==> config.mk <==
export PLATFORM = sky130hd
export DESIGN_NAME = mp_add_sequencer
export DESIGN_NICKNAME = d
export VERILOG_FILES = /design/src/rtl/mp_add_pkg.sv /design/src/rtl/adder8_slice.sv /design/src/rtl/mp_add_sequencer.sv
export SDC_FILE = /design/constraint.sdc
export NUM_CORES = 1
export LEC_CHECK = 0
export CAP_MARGIN = 20
export CORE_UTILIZATION = 50
export CTS_CLUSTER_SIZE = 20
export DETAILED_ROUTE_END_ITERATION = 7
export PLACE_DENSITY = 0.75
export SLEW_MARGIN = 20
export SYNTH_ARGS = -nofsm -noshare
export SYNTH_HDL_FRONTEND = slang
export SYNTH_SLANG_ARGS = --single-unit
==> constraint.sdc <==
create_clock -name clk -period 9.9 [get_ports clk]
set_input_delay 2.475 -clock clk [delete_from_list [all_inputs] [get_ports clk]]
set_output_delay 2.475 -clock clk [all_outputs]
set_load 0.02 [all_outputs]
==> src/rtl/mp_add_pkg.sv <==
// Shared types for the byte-serial multi-precision adder.
// Optional subtract support is enabled with MP_ADD_SUB_EN (see mp_add_sequencer).
package mp_add_pkg;

    localparam int BYTE_W = 8;

    typedef enum logic [1:0] {
        IDLE = 2'd0,
        RUN  = 2'd1,
        DONE = 2'd2
    } state_t;

endpackage

==> src/rtl/adder8_slice.sv <==
// Combinational 8-bit ripple-carry adder slice, shared by every byte of an operation.
module adder8_slice
    import mp_add_pkg::*;
(
    input  logic [BYTE_W-1:0] a,
    input  logic [BYTE_W-1:0] b,
    input  logic              cin,
    output logic [BYTE_W-1:0] sum,
    output logic              cout
);

    always_comb begin : ripple
        logic [BYTE_W:0] c;
        c    = '0;
        sum  = '0;
        c[0] = cin;
        for (int i = 0; i < BYTE_W; i++) begin
            sum[i]   = a[i] ^ b[i] ^ c[i];
            c[i+1]   = (a[i] & b[i]) | (c[i] & (a[i] ^ b[i]));
        end
        cout = c[BYTE_W];
    end

endmodule

==> src/rtl/mp_add_sequencer.sv <==
// Byte-serial multi-precision adder: one adder8_slice walked LSB-first over NBYTES bytes.
// Define MP_ADD_SUB_EN to add the op_sub input (A-B) and the out_ovf signed-overflow output.
module mp_add_sequencer
    import mp_add_pkg::*;
#(
    parameter  int NBYTES = 4,
    localparam int CNT_W  = $clog2(NBYTES) + 1,
    localparam int W      = 8 * NBYTES
) (
    input  logic         clk,
    input  logic         rst,
    input  logic         in_valid,
    output logic         in_ready,
    input  logic [W-1:0] op_a,
    input  logic [W-1:0] op_b,
    input  logic         op_cin,
`ifdef MP_ADD_SUB_EN
    input  logic         op_sub,
    output logic         out_ovf,
`endif
    output logic         out_valid,
    input  logic         out_ready,
    output logic [W-1:0] result,
    output logic         out_cout,
    output logic         busy,
    output logic [1:0]   dbg_state_o
);

    // Handshake: a transfer happens on a rising edge where valid && ready are both high;
    // valid is held with its data stable until that edge, and ready never gates valid.

    state_t             state_q;
    logic [CNT_W-1:0]   cnt_q;
    logic               carry_q;
    logic [W-1:0]       a_q, b_q, result_q;
    logic               cout_q, in_ready_q, out_valid_q, busy_q;

    logic [BYTE_W-1:0]  slice_a, slice_b, slice_sum;
    logic               slice_cout, carry_d, last_byte;

`ifdef MP_ADD_SUB_EN
    logic               sub_q, ovf_q, ovf_d;
`endif

    always_comb begin
        slice_a   = a_q[BYTE_W*int'(cnt_q) +: BYTE_W];
        slice_b   = b_q[BYTE_W*int'(cnt_q) +: BYTE_W];
        carry_d   = op_cin;
        last_byte = (cnt_q == CNT_W'(NBYTES - 1));
`ifdef MP_ADD_SUB_EN
        // Subtract as A + ~B + 1: invert B into the slice and force the initial carry.
        if (sub_q) slice_b = ~slice_b;
        if (op_sub) carry_d = 1'b1;
        ovf_d = (slice_a[BYTE_W-1] == slice_b[BYTE_W-1]) &&
                (slice_sum[BYTE_W-1] != slice_a[BYTE_W-1]);
`endif
    end

    adder8_slice u_slice (
        .a    (slice_a),
        .b    (slice_b),
        .cin  (carry_q),
        .sum  (slice_sum),
        .cout (slice_cout)
    );

    always_ff @(posedge clk) begin
        if (rst) begin
            state_q     <= IDLE;
            cnt_q       <= '0;
            carry_q     <= 1'b0;
            a_q         <= '0;
            b_q         <= '0;
            result_q    <= '0;
            cout_q      <= 1'b0;
            in_ready_q  <= 1'b1;
            out_valid_q <= 1'b0;
            busy_q      <= 1'b0;
`ifdef MP_ADD_SUB_EN
            sub_q       <= 1'b0;
            ovf_q       <= 1'b0;
`endif
        end else begin
            case (state_q)
                IDLE: begin
                    if (in_valid && in_ready_q) begin
                        a_q        <= op_a;
                        b_q        <= op_b;
                        carry_q    <= carry_d;
                        cnt_q      <= '0;
                        in_ready_q <= 1'b0;
                        busy_q     <= 1'b1;
                        state_q    <= RUN;
`ifdef MP_ADD_SUB_EN
                        sub_q      <= op_sub;
`endif
                    end
                end
                RUN: begin
                    result_q[BYTE_W*int'(cnt_q) +: BYTE_W] <= slice_sum;
                    carry_q <= slice_cout;
                    cnt_q   <= cnt_q + CNT_W'(1);
                    if (last_byte) begin
                        cout_q      <= slice_cout;
                        out_valid_q <= 1'b1;
                        state_q     <= DONE;
`ifdef MP_ADD_SUB_EN
                        ovf_q       <= ovf_d;
`endif
                    end
                end
                DONE: begin
                    if (out_ready) begin
                        out_valid_q <= 1'b0;
                        busy_q      <= 1'b0;
                        in_ready_q  <= 1'b1;
                        state_q     <= IDLE;
                    end
                end
                default: state_q <= IDLE;
            endcase
        end
    end

    assign in_ready    = in_ready_q;
    assign out_valid   = out_valid_q;
    assign result      = result_q;
    assign out_cout    = cout_q;
    assign busy        = busy_q;
    assign dbg_state_o = state_q;
`ifdef MP_ADD_SUB_EN
    assign out_ovf     = ovf_q;
`endif

endmodule

After elaboration in Yosys (flattened, before gate mapping)

Cells that the tools add are included.

Bits in registers: 106
Logic and storage cells: 90

Add/sub/neg operators: 2
Equality and inequality tests: 6
Shift operators: 4
Muxes and demuxes: 17
Bitwise operators: 40
Reductions and logical operators: 11

Operator list:

| kind                      | count |
|---|---|
| $shiftx A32 B7 Y8         | 2 |
| $neg A6 Y33               | 1 |
| $shift A8 B33 Y32 const A | 1 |
| $shiftx A8 B33 Y32        | 1 |
| $bwmux W32                | 1 |
| $and A1 B1 Y1             | 16 |
| $xor A1 B1 Y1             | 16 |
| $reduce_and A3 Y1         | 3 |
| $or A1 B1 Y1              | 8 |
| $pmux W1 S2               | 4 |
| $mux W1                   | 6 |
| $mux W2                   | 3 |
| $ne A2 B2 Y1 const B      | 3 |
| $pmux W2 S3               | 1 |
| $pmux W3 S2               | 1 |
| $reduce_and A2 Y1         | 3 |
| $reduce_bool A2 Y1        | 3 |
| $add A3 B1 Y3 const B     | 1 |
| $eq A3 B2 Y1 const B      | 1 |
| $mux W3                   | 1 |
| $eq A2 B1 Y1 const B      | 1 |
| $eq A2 B2 Y1 const B      | 1 |
| $logic_not A2 Y1          | 1 |
| $logic_and A1 B1 Y1       | 1 |

Logic depth before layout (Yosys ltp)

Gate-level depths: netlist of the first run.

Word-level depth: 19
Depth in mapped cells: 16
Gate-level depth less buffers: 14

Modules after synthesis

Synthesis of the first run repeated with hierarchy kept, for this count alone.

Cell total of the unflattened synthesis: 530
Area total of the unflattened synthesis: 4682.0 sq um

By module, submodules not included:

| module           | times used | cells an instance | area each (sq um) |
|---|---|---|---|
| mp_add_sequencer | 1          | 512               | 4484.3 |
| adder8_slice     | 1          | 18                | 197.7 |

Least setup slack after synthesis of the first run

No wires, ideal clock.

Path type: register -> register
Start point: register cnt_q[0]
End point: register result_q[30] (netlist: result[30])
Setup time: 0.070 ns
Arrival: 4.124 ns
Setup slack: 5.705 ns
Cell stages (with the launch flop): 15
Buffers on the path: 2
Clock period less this slack: 4.195 ns
Cell sequence: dfxtp_1 buf_6 buf_6 mux4_1 and2_1 fa_1 fa_1 fa_1 inv_1 fa_1 fa_1 fa_1 fa_1 or3_1 a21oi_1

Longest elaborated chain between the ends: 19

Ends and longest elaborated chain:

| item                                        | line                                           | text |
|---|---|---|
| start: declaration                          | mp_add_sequencer.sv:33                         | `logic [CNT_W-1:0] cnt_q;` |
| start signal: assignment                    | mp_add_sequencer.sv:102                        | `cnt_q <= cnt_q + CNT_W'(1);` |
| $shiftx A32 B7 Y8, on equally long branches | mp_add_sequencer.sv:46, mp_add_sequencer.sv:47 |  |
| $xor A1 B1 Y1                               | adder8_slice.sv:18, adder8_slice.sv:19         |  |
| $and A1 B1 Y1                               | adder8_slice.sv:19                             | `c[i+1] = (a[i] & b[i]) \| (c[i] & (a[i] ^ b[i]));` |
| $or A1 B1 Y1                                | adder8_slice.sv:19                             |  |
| $and A1 B1 Y1                               | adder8_slice.sv:19                             |  |
| $or A1 B1 Y1                                | adder8_slice.sv:19                             |  |
| $and A1 B1 Y1                               | adder8_slice.sv:19                             |  |
| $or A1 B1 Y1                                | adder8_slice.sv:19                             |  |
| [... 3 more ...]                            | -                                              |  |
| $or A1 B1 Y1                                | adder8_slice.sv:19                             |  |
| $and A1 B1 Y1                               | adder8_slice.sv:19                             |  |
| $or A1 B1 Y1                                | adder8_slice.sv:19                             |  |
| $and A1 B1 Y1                               | adder8_slice.sv:19                             |  |
| $or A1 B1 Y1                                | adder8_slice.sv:19                             |  |
| $xor A1 B1 Y1                               | adder8_slice.sv:18                             | `sum[i] = a[i] ^ b[i] ^ c[i];` |
| $shiftx A8 B33 Y32                          | mp_add_sequencer.sv:100                        | `result_q[BYTE_W*int'(cnt_q) +: BYTE_W] <= slice_sum;` |
| $bwmux W32 *                                | mp_add_sequencer.sv:100                        |  |
| end signal: indexed assignment              | mp_add_sequencer.sv:100                        |  |
| end: declaration                            | mp_add_sequencer.sv:35                         | `logic [W-1:0] a_q, b_q, result_q;` |

Every way passes the cells marked *; elsewhere a longest branch is shown, timed or not.
A chain may end at the register's enable or synchronous reset.

Final worst setup path of the first run

Start point: register cnt_q[0]
End point: register result_q[15] (netlist: result[15])

The elaborated chain is that of the path after synthesis.

==> results.md, run 1 <==
- DR WL/cell: 14.7 µm
- GRT Overall Usage: between 20 and 25%
- Post-CTS setup buffer count: 0
- Yosys warns: 0
- Die area: 9920 µm²
- Final Instance Count excl. Fillers: 738
- Worst skew pair latency: around 370 ps
- CTS sink cnt: between 100 and 150
- Fraction of registers with async set/reset: 0%
- Drc violations: 0
- Yosys cell types: 42
- Status: finished, final reports clean
- Mean Syn Cell Area: between 9 and 10 µm²
- Area growth from synthesis to layout: 26.4%
- Chip Width: 99.6 µm
- CP Data Required Time: 10190 ps
- Psw: around 0.24 mW
- Final Critical Period: approximately 4500 ps
- CTS Buffer Depth: 2
- # hold bufs at CTS: 0
- Post-synth top flop: dfxtp_1
- DR vias/cell: ~5.3
- Initial antenna violation count: 0
- Final instance area: approximately 6000 µm²
- Clk root buf: clkbuf_8
- Syn_nets: just over 600
- Critical path startpoint: cnt_q[0]
- Routed WL: ~11000 µm
- MaxCap Viol Count: 0
- Max Slew Vio Count: 0
- Count of final setup violators: 0
- FP Rows: 35
- Core Area: 9240 µm²
- Period Utilization, post-route: approximately 46%
- Syn Inst Count: 524
- Slew headroom: between 30% and 40%
- Clk pin slew, worst setup/hold paths: around 100 ps
- Layout Nets: between 600 and 700
- Part of the total power dissipated in combinational logic: 16.3%
- Routed Antenna Nets: 0
- Routed met3 length: between 500 and 600 µm
- Mapped cell area: ~4800 µm²
- Cell internal pwr: approximately 0.67 mW
- CP Max Fanout: 29
- Vias: 3880
- Worst Max-Slew Pin Slew: around 980 ps
- Placed Area: a little under 6000 µm²
- Top layer reached by signal wires: met4
- HP Class: reg -> reg
- CTS buffer count: 9
- First-pass GRT wire length: between 15000 and 20000 µm
- Ant diodes: 0
- Crit. End Element: flip-flop
- HPWL after detailed placement: ~7600 µm
- Post-synthesis sequential area ratio: 44.5%
- Slowest stage cell, crit path: mux4_1
- Switching Share: 26.9%
- Fin Clk Skew: around 12 ps
- Startpoint class of the critical path: flip-flop
- Setup tns final: 0 ps
- Most numerous cell on the critical path: fa_1
- Crit-path cells: buf_4, mux4_1, and2_1, fa_1, fa_1, fa_1, inv_1, fa_1, fa_1, fa_1, fa_1, inv_1, fa_1, nand4_1, a21oi_1
- Delay-heaviest family, CP: adder cells
- Clock share of power: between 30% and 40%
- Die height: 99.6 µm
- LEAKAGE: between 2 and 2.5 nW
- IO Pins: about 110
- CTS tree: done
- RSZ-0062 raised after global routing: no
- Met2 WL: between 5000 and 6000 µm
- HP Start: result[11]
- Post-synth EDFFs: 0
- Share of cells above drive strength 1: roughly 7.2%
- First-pass detailed-route iteration total: 4
- Worst vdd ir: 0.0000972 V
- Reg-to-Reg Start: cnt_q[0]
- Wire length on met1: between 4000 and 5000 µm
- 1st-iter DRT viols: 150
- Largest net degree at the start of global routing: 120
- Seq pwr share: 50.5%
- Vias in the first global route: 3606
- CTS resizes: 0
- Placed instance count: slightly above 700
- Max stage delay on crit path: 600 ps
- Buf+Inv Stages, Crit Path: 3
- Final hold violations: 0
- Number of H-tree levels: 3
- GP Congestion: 0.765
- Port Buffer Count: 106
- PwrDens: 151 nW/µm²
- Kind of critical path: reg -> reg
- Post-layout util: around 65%
- Peak Freq: roughly 0.22 GHz
- Synth Register Bits: 106
- Initial core utilization: 51.6%
- Total gr overflow: 0
- Crit path DAT: 4800 ps
## Yosys cell counts (2+ instances only)
cell      instances  area share (%)
nor2b_1           6            0.79
fa_1              8             3.4
nand2_1         156              12
buf_2            10             1.1
mux2i_1           4            0.84
o32ai_1           8             1.5
mux4_2           13             6.1
buf_1             3            0.24
a21oi_1          87             9.1
buf_4             7             1.1
nand3b_1          2            0.32
nand2b_1         16             2.1
and2_1            8             1.1
mux2_2            4            0.95
nand4_1           4            0.53
or3_1             8             1.1
nor2_1            9            0.71
dfxtp_1         106              45
nand3_1           7            0.74
and4b_1           3            0.63
inv_1             9            0.71
ha_1              7             1.8
buf_6             6             1.4
mux4_1            3             1.7
clkbuf_1         13             1.0
## worst paths after layout
check | endpoint | slack, ps | cells past startpoint
setup reg to reg | result[15] | 5390 | 15
setup / recovery | result[15] | 5390 | 15
hold reg to reg | result[11] | 460 | 2
hold / removal | result[11] | 460 | 2
## layout by cell type (no fill, tap or decap), drive strengths merged, types with 9 or more instances in the layout
cell             n
clkdlybuf4s50  105
nand2b          16
mux4            16
nand2          156
dfxtp          106
nor2             9
a21oi           87
inv             12
clkbuf           9
## power groups by stage
| stage | sequential [mW] | clock [mW] | combinational (mW) |
|---|---|---|---|
| 6_report | 0.460 | 0.302 | 0.148 |
| 5_1_grt | 0.462 | 0.323 | 0.162 |
| 4_1_cts | 0.459 | 0.304 | 0.149 |
| 3_5_place_dp | 0.469 | 0 | 0.149 |
| 3_3_place_gp | 0.468 | 0 | 0.146 |
| 2_1_floorplan | 0.468 | 0 | 0.0954 |
## metrics by stage
stage / setup WS [ps] / power (mW) / hold WS (ps)
global placement: 5500 / 0.614 / 439
global route: 5180 / 0.947 / 471
finish: 5390 / 0.910 / 458
CTS: 5350 / 0.913 / 460
floorplan: 5710 / 0.564 / 432
detailed placement: 5380 / 0.618 / 445
## sequential cells by signal, summed over array words and instances (netlist names)
signal,flops
out_cout,1
result,32
b_q,32
carry_q,1
cnt_q,3
out_valid,1
busy,1
in_ready,1
a_q,32
dbg_state_o,2
## final cells by class
class | count | area (µm²)
sequential | 106 | 2120
timing repair buffer | 109 | 1080
clock buffer | 9 | 124
tap | 129 | 161
clock inverter | 7 | 108
multi-input combinational | 369 | 2390
inverter | 9 | 33.8
fill | 787 | 3220
## per-layer routing
| metal | vias to the layer above | GRT usage [%] |
|---|---|---|
| met5 | - | 0 |
| met4 | 0 | 8.48 |
| met3 | 13 | 3.16 |
| met2 | 123 | 37.3 |
| met1 | 1811 | 29.2 |
| li1 | 1933 | - |
## worst reg2reg max path: cells and delay by family (launching register included)
family | cells | cell delay [ps]
AND/OR/NAND/NOR | 2 | 290
multiplexers | 1 | 610
AO/OA/AOI/OAI | 1 | 170
adder cells (fa/ha/maj) | 8 | 2520
flip-flops | 1 | 330
buffers and inverters | 3 | 520
## kinds of logic after synthesis
kind of cell,share of synthesized area [%]
flops,44.5
simple gates,22.9
compound gates,12.1
buf+inv,5.65
mux,9.59
fa+ha+maj,5.20
Note: power is estimated with default switching activity, not from simulation.
==> inputs of run 2 (changes only) <==
- clock period: 9.9 -> 4.53 ns (I/O delays scaled with it)
==> results.md, run 2 (synthesis results as in run 1) <==
- Port Buffer Count: 106 (unchanged)
- CP Max Fanout: 11 (was 29)
- Count of final setup violators: 0 (unchanged)
- Period Utilization, post-route: 91.1% (was 45.5%)
- IO Pins: 107 (unchanged)
- First-pass detailed-route iteration total: 4 (unchanged)
- Slowest stage cell, crit path: dfxtp_1 (was mux4_1)
- 1st-iter DRT viols: 198 (was 150)
- FF-to-FF path depth: 14 (was 15)
- Switching Share: 27.1% (was 26.9%)
- Post-CTS setup buffer count: 0 (unchanged)
- LEAKAGE: 2.16 nW (about the same)
- Vias in the first global route: 3713 (was 3606)
- R2r setup slk: 410 ps (was 5390 ps)
- Fin Clk Skew: 12.4 ps (was 11.6 ps)
- Layout Nets: 691 (was 688)
- Psw: 0.517 mW (was 0.244 mW)
- Die area: 9920 µm² (unchanged)
- Drc violations: 0 (unchanged)
- First-pass GRT wire length: 17600 µm (was 17300 µm)
- DR WL/cell: 14.6 µm (was 14.7 µm)
- Core Area: 9240 µm² (unchanged)
- Worst vdd ir: 0.000149 V (was 0.0000972 V)
- Vias: 3857 (was 3880)
- Routed WL: 10800 µm (about the same)
- CTS Buffer Depth: 2 (unchanged)
- Fillcell total: 781 (was 787)
- Most numerous cell on the critical path: fa_1 (unchanged)
- Worst path depth: 14 (was 15)
- Setup tns final: 0 ps (unchanged)
- CP endpoint: result[15] (unchanged)
- Worst Max-Slew Pin Slew: 954 ps (was 980 ps)
- CTS buffer count: 9 (unchanged)
- RSZ-0062 raised after global routing: no (unchanged)
- Share of cells above drive strength 1: 7.53% (was 7.22%)
- FP Rows: 35 (unchanged)
- Routed Antenna Nets: 0 (unchanged)
- Crit-path cells: mux4_2, and2_1, fa_1, fa_1, fa_1, inv_1, fa_1, fa_1, fa_1, fa_1, inv_1, fa_1, nand4_1, a21oi_1 (was buf_4, mux4_1, and2_1, fa_1, fa_1, fa_1, inv_1, fa_1, fa_1, fa_1, fa_1, inv_1, fa_1, nand4_1, a21oi_1)
- Kind of critical path: reg -> reg (unchanged)
- Ant diodes: 0 (unchanged)
- GRT Overall Usage: 22.6% (was 22.2%)
- Number of H-tree levels: 3 (unchanged)
- # hold bufs at CTS: 0 (unchanged)
- Chip Width: 99.6 µm (unchanged)
- HP Class: reg -> reg (unchanged)
- Startpoint class of the critical path: flip-flop (unchanged)
- Largest net degree at the start of global routing: 120 (unchanged)
- Part of the total power dissipated in combinational logic: 16.9% (was 16.3%)
- DR vias/cell: 5.21 (was 5.26)
- Slew headroom: 36.2% (was 34.5%)
- PwrDens: 318 nW/µm² (was 151 nW/µm²)
- Initial antenna violation count: 0 (unchanged)
- Initial core utilization: 51.6% (unchanged)
- HPWL after detailed placement: 7930 µm (was 7620 µm)
- Commonest non-fill, non-tap cells in the layout: nand2_1, dfxtp_1, clkdlybuf4s50_1 (unchanged)
- CTS resizes: 0 (unchanged)
- Status: finished, final reports clean (unchanged)
- Area growth from synthesis to layout: 26.1% (was 26.4%)
- Final hold violations: 0 (unchanged)
- Cell internal pwr: 1.39 mW (was 0.666 mW)
- Seq pwr share: 52.9% (was 50.5%)
- MaxCap Viol Count: 0 (unchanged)
- Max stage delay on crit path: 580 ps (was 600 ps)
- Buf+Inv Stages, Crit Path: 2 (was 3)
- Delay-heaviest family, CP: adder cells (unchanged)
- Final Critical Period: 4120 ps (was 4510 ps)
- Max Slew Vio Count: 0 (unchanged)
- Reg-to-Reg Start: cnt_q[1] (was cnt_q[0])
- Critical path startpoint: cnt_q[1] (was cnt_q[0])
- Total gr overflow: 0 (unchanged)
- Tot Pwr: 1.91 mW (was 0.910 mW)
- Crit path DAT: 4340 ps (was 4800 ps)
- GP Congestion: 0.850 (was 0.765)
- Crit. End Element: flip-flop (unchanged)
- Clk root buf: clkbuf_8 (unchanged)
- CP Data Required Time: 4740 ps (was 10190 ps)
- Commonest non-fill, non-tap cell in the layout: nand2_1 (unchanged)
- Peak Freq: 0.242 GHz (was 0.222 GHz)
- Clk pin slew, worst setup/hold paths: 100 ps (about the same)
- Clock share of power: 30.1% (was 33.2%)
- Reg-to-Reg End: result[15] (unchanged)
- Die height: 99.6 µm (unchanged)
- CTS tree: done (unchanged)
- Worst skew pair latency: 360 ps (was 370 ps)
- CTS sink cnt: 106 (unchanged)
==> run 2: changes by cell type in the layout (fill, tap and decap cells not counted) <==
cell       previous run  this run
inv_8                 2         1
buf_4                 3         6
inv_6                 1         0
clkinv_2              0         2
bufinv_16             2         1
==> run 2: final cells by class <==
class	instances	area (µm²)	area share, %
well taps	129	161	2.69
inverters	9	33.8	0.563
clock inverters	6	67.6	1.13
flip-flops and latches	106	2120	35.3
repair buffers	112	1110	18.4
multi-input cells	369	2390	39.8
clock buffers	9	124	2.06
==> run 2: metal layers <==
layer | vias to the layer above | routed length (µm) | global-route usage, %
met3 | 11 | 492 | 4.29
met4 | 0 | 122 | 5.32
met1 | 1795 | 5120 | 30.6
met2 | 108 | 5100 | 37.7
li1 | 1943 | - | -
met5 | - | 0 | 0
==> run 2: stage by stage <==
stage / setup slack [ps] / std cells / hold WS [ps] / util [%] / cell area [µm²]
final: 405 / 740 / 456 / 65.0 / 6010
after global routing: 152 / 740 / 475 / 65.0 / 6010
after CTS: 383 / 740 / 458 / 65.0 / 6000
after detailed placement: 396 / 725 / 446 / 62.9 / 5810
after global placement: 448 / 725 / 441 / 62.9 / 5810
after floorplan: 335 / 524 / 432 / - / 4760
==> run 2: worst register-to-register path: stages, from the launching register on <==
cell and delay (ps):
dfxtp_1 580, mux4_2 280, and2_1 140, fa_1 190
fa_1 180, fa_1 160, inv_1 50, fa_1 420
fa_1 470, fa_1 450, fa_1 360, inv_1 70
fa_1 450, nand4_1 110, a21oi_1 70
==> run 2: worst min path at each step <==
stage / startpoint / cells after the start / slack (ps) / endpoint
final: result[11] / 2 / 460 / result[11]
after global routing: a_q[17] / 2 / 480 / a_q[17]
after CTS: result[11] / 2 / 460 / result[11]
after detailed placement: result[11] / 2 / 450 / result[11]
after global placement: result[12] / 2 / 440 / result[12]
after floorplan: a_q[12] / 2 / 430 / a_q[12]
==> run 2: power by group through the flow <==
stage	Clock, mW	Combinational [mW]	Sequential, mW
detailed placement	0	0.323	1.03
CTS	0.580	0.323	1.01
global route	0.621	0.353	1.01
global placement	0	0.316	1.03
finish	0.575	0.323	1.01
floorplan	0	0.208	1.02
==> inputs of run 3 (changes only) <==
- clock period: 4.53 -> 5.4 ns (I/O delays scaled with it)
==> results.md, run 3 (synthesis results as in run 1) <==
- CTS tree: done (unchanged)
- Area growth from synthesis to layout: 25.4% (was 26.1%)
- First-pass GRT wire length: 17400 µm (was 17600 µm)
- Layout Nets: 688 (was 691)
- CTS sink cnt: 106 (unchanged)
- Core Area: 9240 µm² (unchanged)
- Fillcell total: 788 (was 781)
- Part of the total power dissipated in combinational logic: 16.7% (was 16.9%)
- Placed instance count: 722 (was 725)
- GP Congestion: 0.778 (was 0.850)
- Peak Freq: 0.218 GHz (was 0.242 GHz)
- Worst Max-Slew Pin Slew: 965 ps (was 954 ps)
- Seq pwr share: 54.0% (was 52.9%)
- Final hold violations: 0 (unchanged)
- Max stage delay on crit path: 820 ps (was 580 ps)
- Delay-heaviest family, CP: adder cells (unchanged)
- HPWL after detailed placement: 7770 µm (was 7930 µm)
- Die area: 9920 µm² (unchanged)
- GRT Overall Usage: 22.2% (was 22.6%)
- Crit path DAT: 4870 ps (was 4340 ps)
- Status: finished, final reports clean (unchanged)
- Vias: 3845 (was 3857)
- 1st-iter DRT viols: 162 (was 198)
- FP Rows: 35 (unchanged)
- HP Class: reg -> reg (unchanged)
- Drc violations: 0 (unchanged)
- Crit. End Element: flip-flop (unchanged)
- Setup WS post-layout: 814 ps (was 405 ps)
- Period Utilization, post-route: 84.9% (was 91.1%)
- CP Max Fanout: 13 (was 11)
- Crit-path cells: mux4_1, and2_1, fa_1, fa_1, fa_1, inv_1, fa_1, fa_1, fa_1, fa_1, inv_1, fa_1, nand4_1, a21oi_1 (was mux4_2, and2_1, fa_1, fa_1, fa_1, inv_1, fa_1, fa_1, fa_1, fa_1, inv_1, fa_1, nand4_1, a21oi_1)
- Clock share of power: 29.3% (was 30.1%)
- Number of H-tree levels: 3 (unchanged)
- # hold bufs at CTS: 0 (unchanged)
- First-pass detailed-route iteration total: 6 (was 4)
- Routed Antenna Nets: 0 (unchanged)
- Initial core utilization: 51.6% (unchanged)
- Port Buffer Count: 106 (unchanged)
- Share of cells above drive strength 1: 7.22% (was 7.53%)
- Worst vdd ir: 0.000128 V (was 0.000149 V)
- Clk pin slew, worst setup/hold paths: 90 ps (was 100 ps)
- Count of final setup violators: 0 (unchanged)
- IO Pins: 107 (unchanged)
- Worst skew pair latency: 360 ps (about the same)
- CTS buffer count: 9 (unchanged)
- Cell internal pwr: 1.14 mW (was 1.39 mW)
- RSZ-0062 raised after global routing: no (unchanged)
- Total gr overflow: 0 (unchanged)
- Fin Clk Skew: 12.4 ps (about the same)
- DR WL/cell: 14.5 µm (was 14.6 µm)
- Most numerous cell on the critical path: fa_1 (unchanged)
- CTS Buffer Depth: 2 (unchanged)
- MaxCap Viol Count: 0 (unchanged)
- Startpoint class of the critical path: flip-flop (unchanged)
- PwrDens: 263 nW/µm² (was 318 nW/µm²)
- Chip Width: 99.6 µm (unchanged)
- Largest net degree at the start of global routing: 120 (unchanged)
- Tot Pwr: 1.57 mW (was 1.91 mW)
- Psw: 0.438 mW (was 0.517 mW)
- Slowest stage cell, crit path: dfxtp_1 (unchanged)
- CTS resizes: 0 (unchanged)
- Kind of critical path: reg -> reg (unchanged)
- Pre-CTS WS: 794 ps (was 396 ps)
- Post-layout util: 64.7% (was 65.0%)
- Buf+Inv Stages, Crit Path: 2 (unchanged)
- LEAKAGE: 2.14 nW (was 2.16 nW)
- Commonest non-fill, non-tap cells in the layout: nand2_1, dfxtp_1, clkdlybuf4s50_1 (unchanged)
- Clk root buf: clkbuf_8 (unchanged)
- Final Critical Period: 4590 ps (was 4120 ps)
- Die height: 99.6 µm (unchanged)
- Slew headroom: 35.6% (was 36.2%)
- Commonest non-fill, non-tap cell in the layout: nand2_1 (unchanged)
- Ant diodes: 0 (unchanged)
- CP Data Required Time: 5680 ps (was 4740 ps)
- Switching Share: 27.9% (was 27.1%)
- Max Slew Vio Count: 0 (unchanged)
- Routed WL: 10700 µm (was 10800 µm)
- Initial antenna violation count: 0 (unchanged)
- Setup tns final: 0 ps (unchanged)
- Vias in the first global route: 3605 (was 3713)
- DR vias/cell: 5.21 (about the same)
- Post-CTS setup buffer count: 0 (unchanged)
- Final Instance Count excl. Fillers: 738 (was 740)
run 3: cell types whose count changed in the layout (fill, tap and decap cells not counted), sizes merged:
cell,previous run,this run
bufinv,1,0
clkinv,3,2
buf,7,4
inv,10,12
clkbuf,9,10
run 3: power by group through the flow:
stage | logic, mW | clock network [mW] | registers (mW)
2_1_floorplan | 0.175 | 0 | 0.859
6_report | 0.263 | 0.460 | 0.850
5_1_grt | 0.289 | 0.500 | 0.855
3_5_place_dp | 0.265 | 0 | 0.868
4_1_cts | 0.265 | 0.463 | 0.850
3_3_place_gp | 0.259 | 0 | 0.866
run 3: worst min-delay path, stage by stage (launching register included):
cell and delay (ps):
dfxtp_1 320, nand2_1 50, a21oi_1 50
run 3: through the flow:
step	instance area [µm²]	hold slack [ps]
finish	5980	459
global route	5980	481
CTS	5970	460
detailed placement	5790	448
global placement	5790	440
floorplan	4760	432
run 3: worst paths after layout:
path / end / slack [ps] / depth (start not counted) / from
setup / recovery: result[15] / 810 / 14 / cnt_q[0]
hold / removal: result[8] / 460 / 2 / result[8]
setup reg to reg: result[15] / 810 / 14 / cnt_q[0]
hold reg to reg: result[8] / 460 / 2 / result[8]
run 3: layer usage:
| layer | track usage [%] | vias up | wire [µm] |
|---|---|---|---|
| li1 | - | 1934 | - |
| met1 | 30.9 | 1794 | 5090 |
| met2 | 36.4 | 106 | 5120 |
| met3 | 2.88 | 11 | 431 |
| met4 | 6.00 | 0 | 99 |
| met5 | 0 | - | 0 |
run 3: layout make-up:
class / instances / area, µm² / share of cell area [%]
multi-input cells: 369 / 2390 / 40.0
clock buffers: 10 / 138 / 2.30
well taps: 129 / 161 / 2.70
inverters: 9 / 33.8 / 0.565
clock inverters: 6 / 47.5 / 0.795
repair buffers: 109 / 1080 / 18.1
flip-flops and latches: 106 / 2120 / 35.5
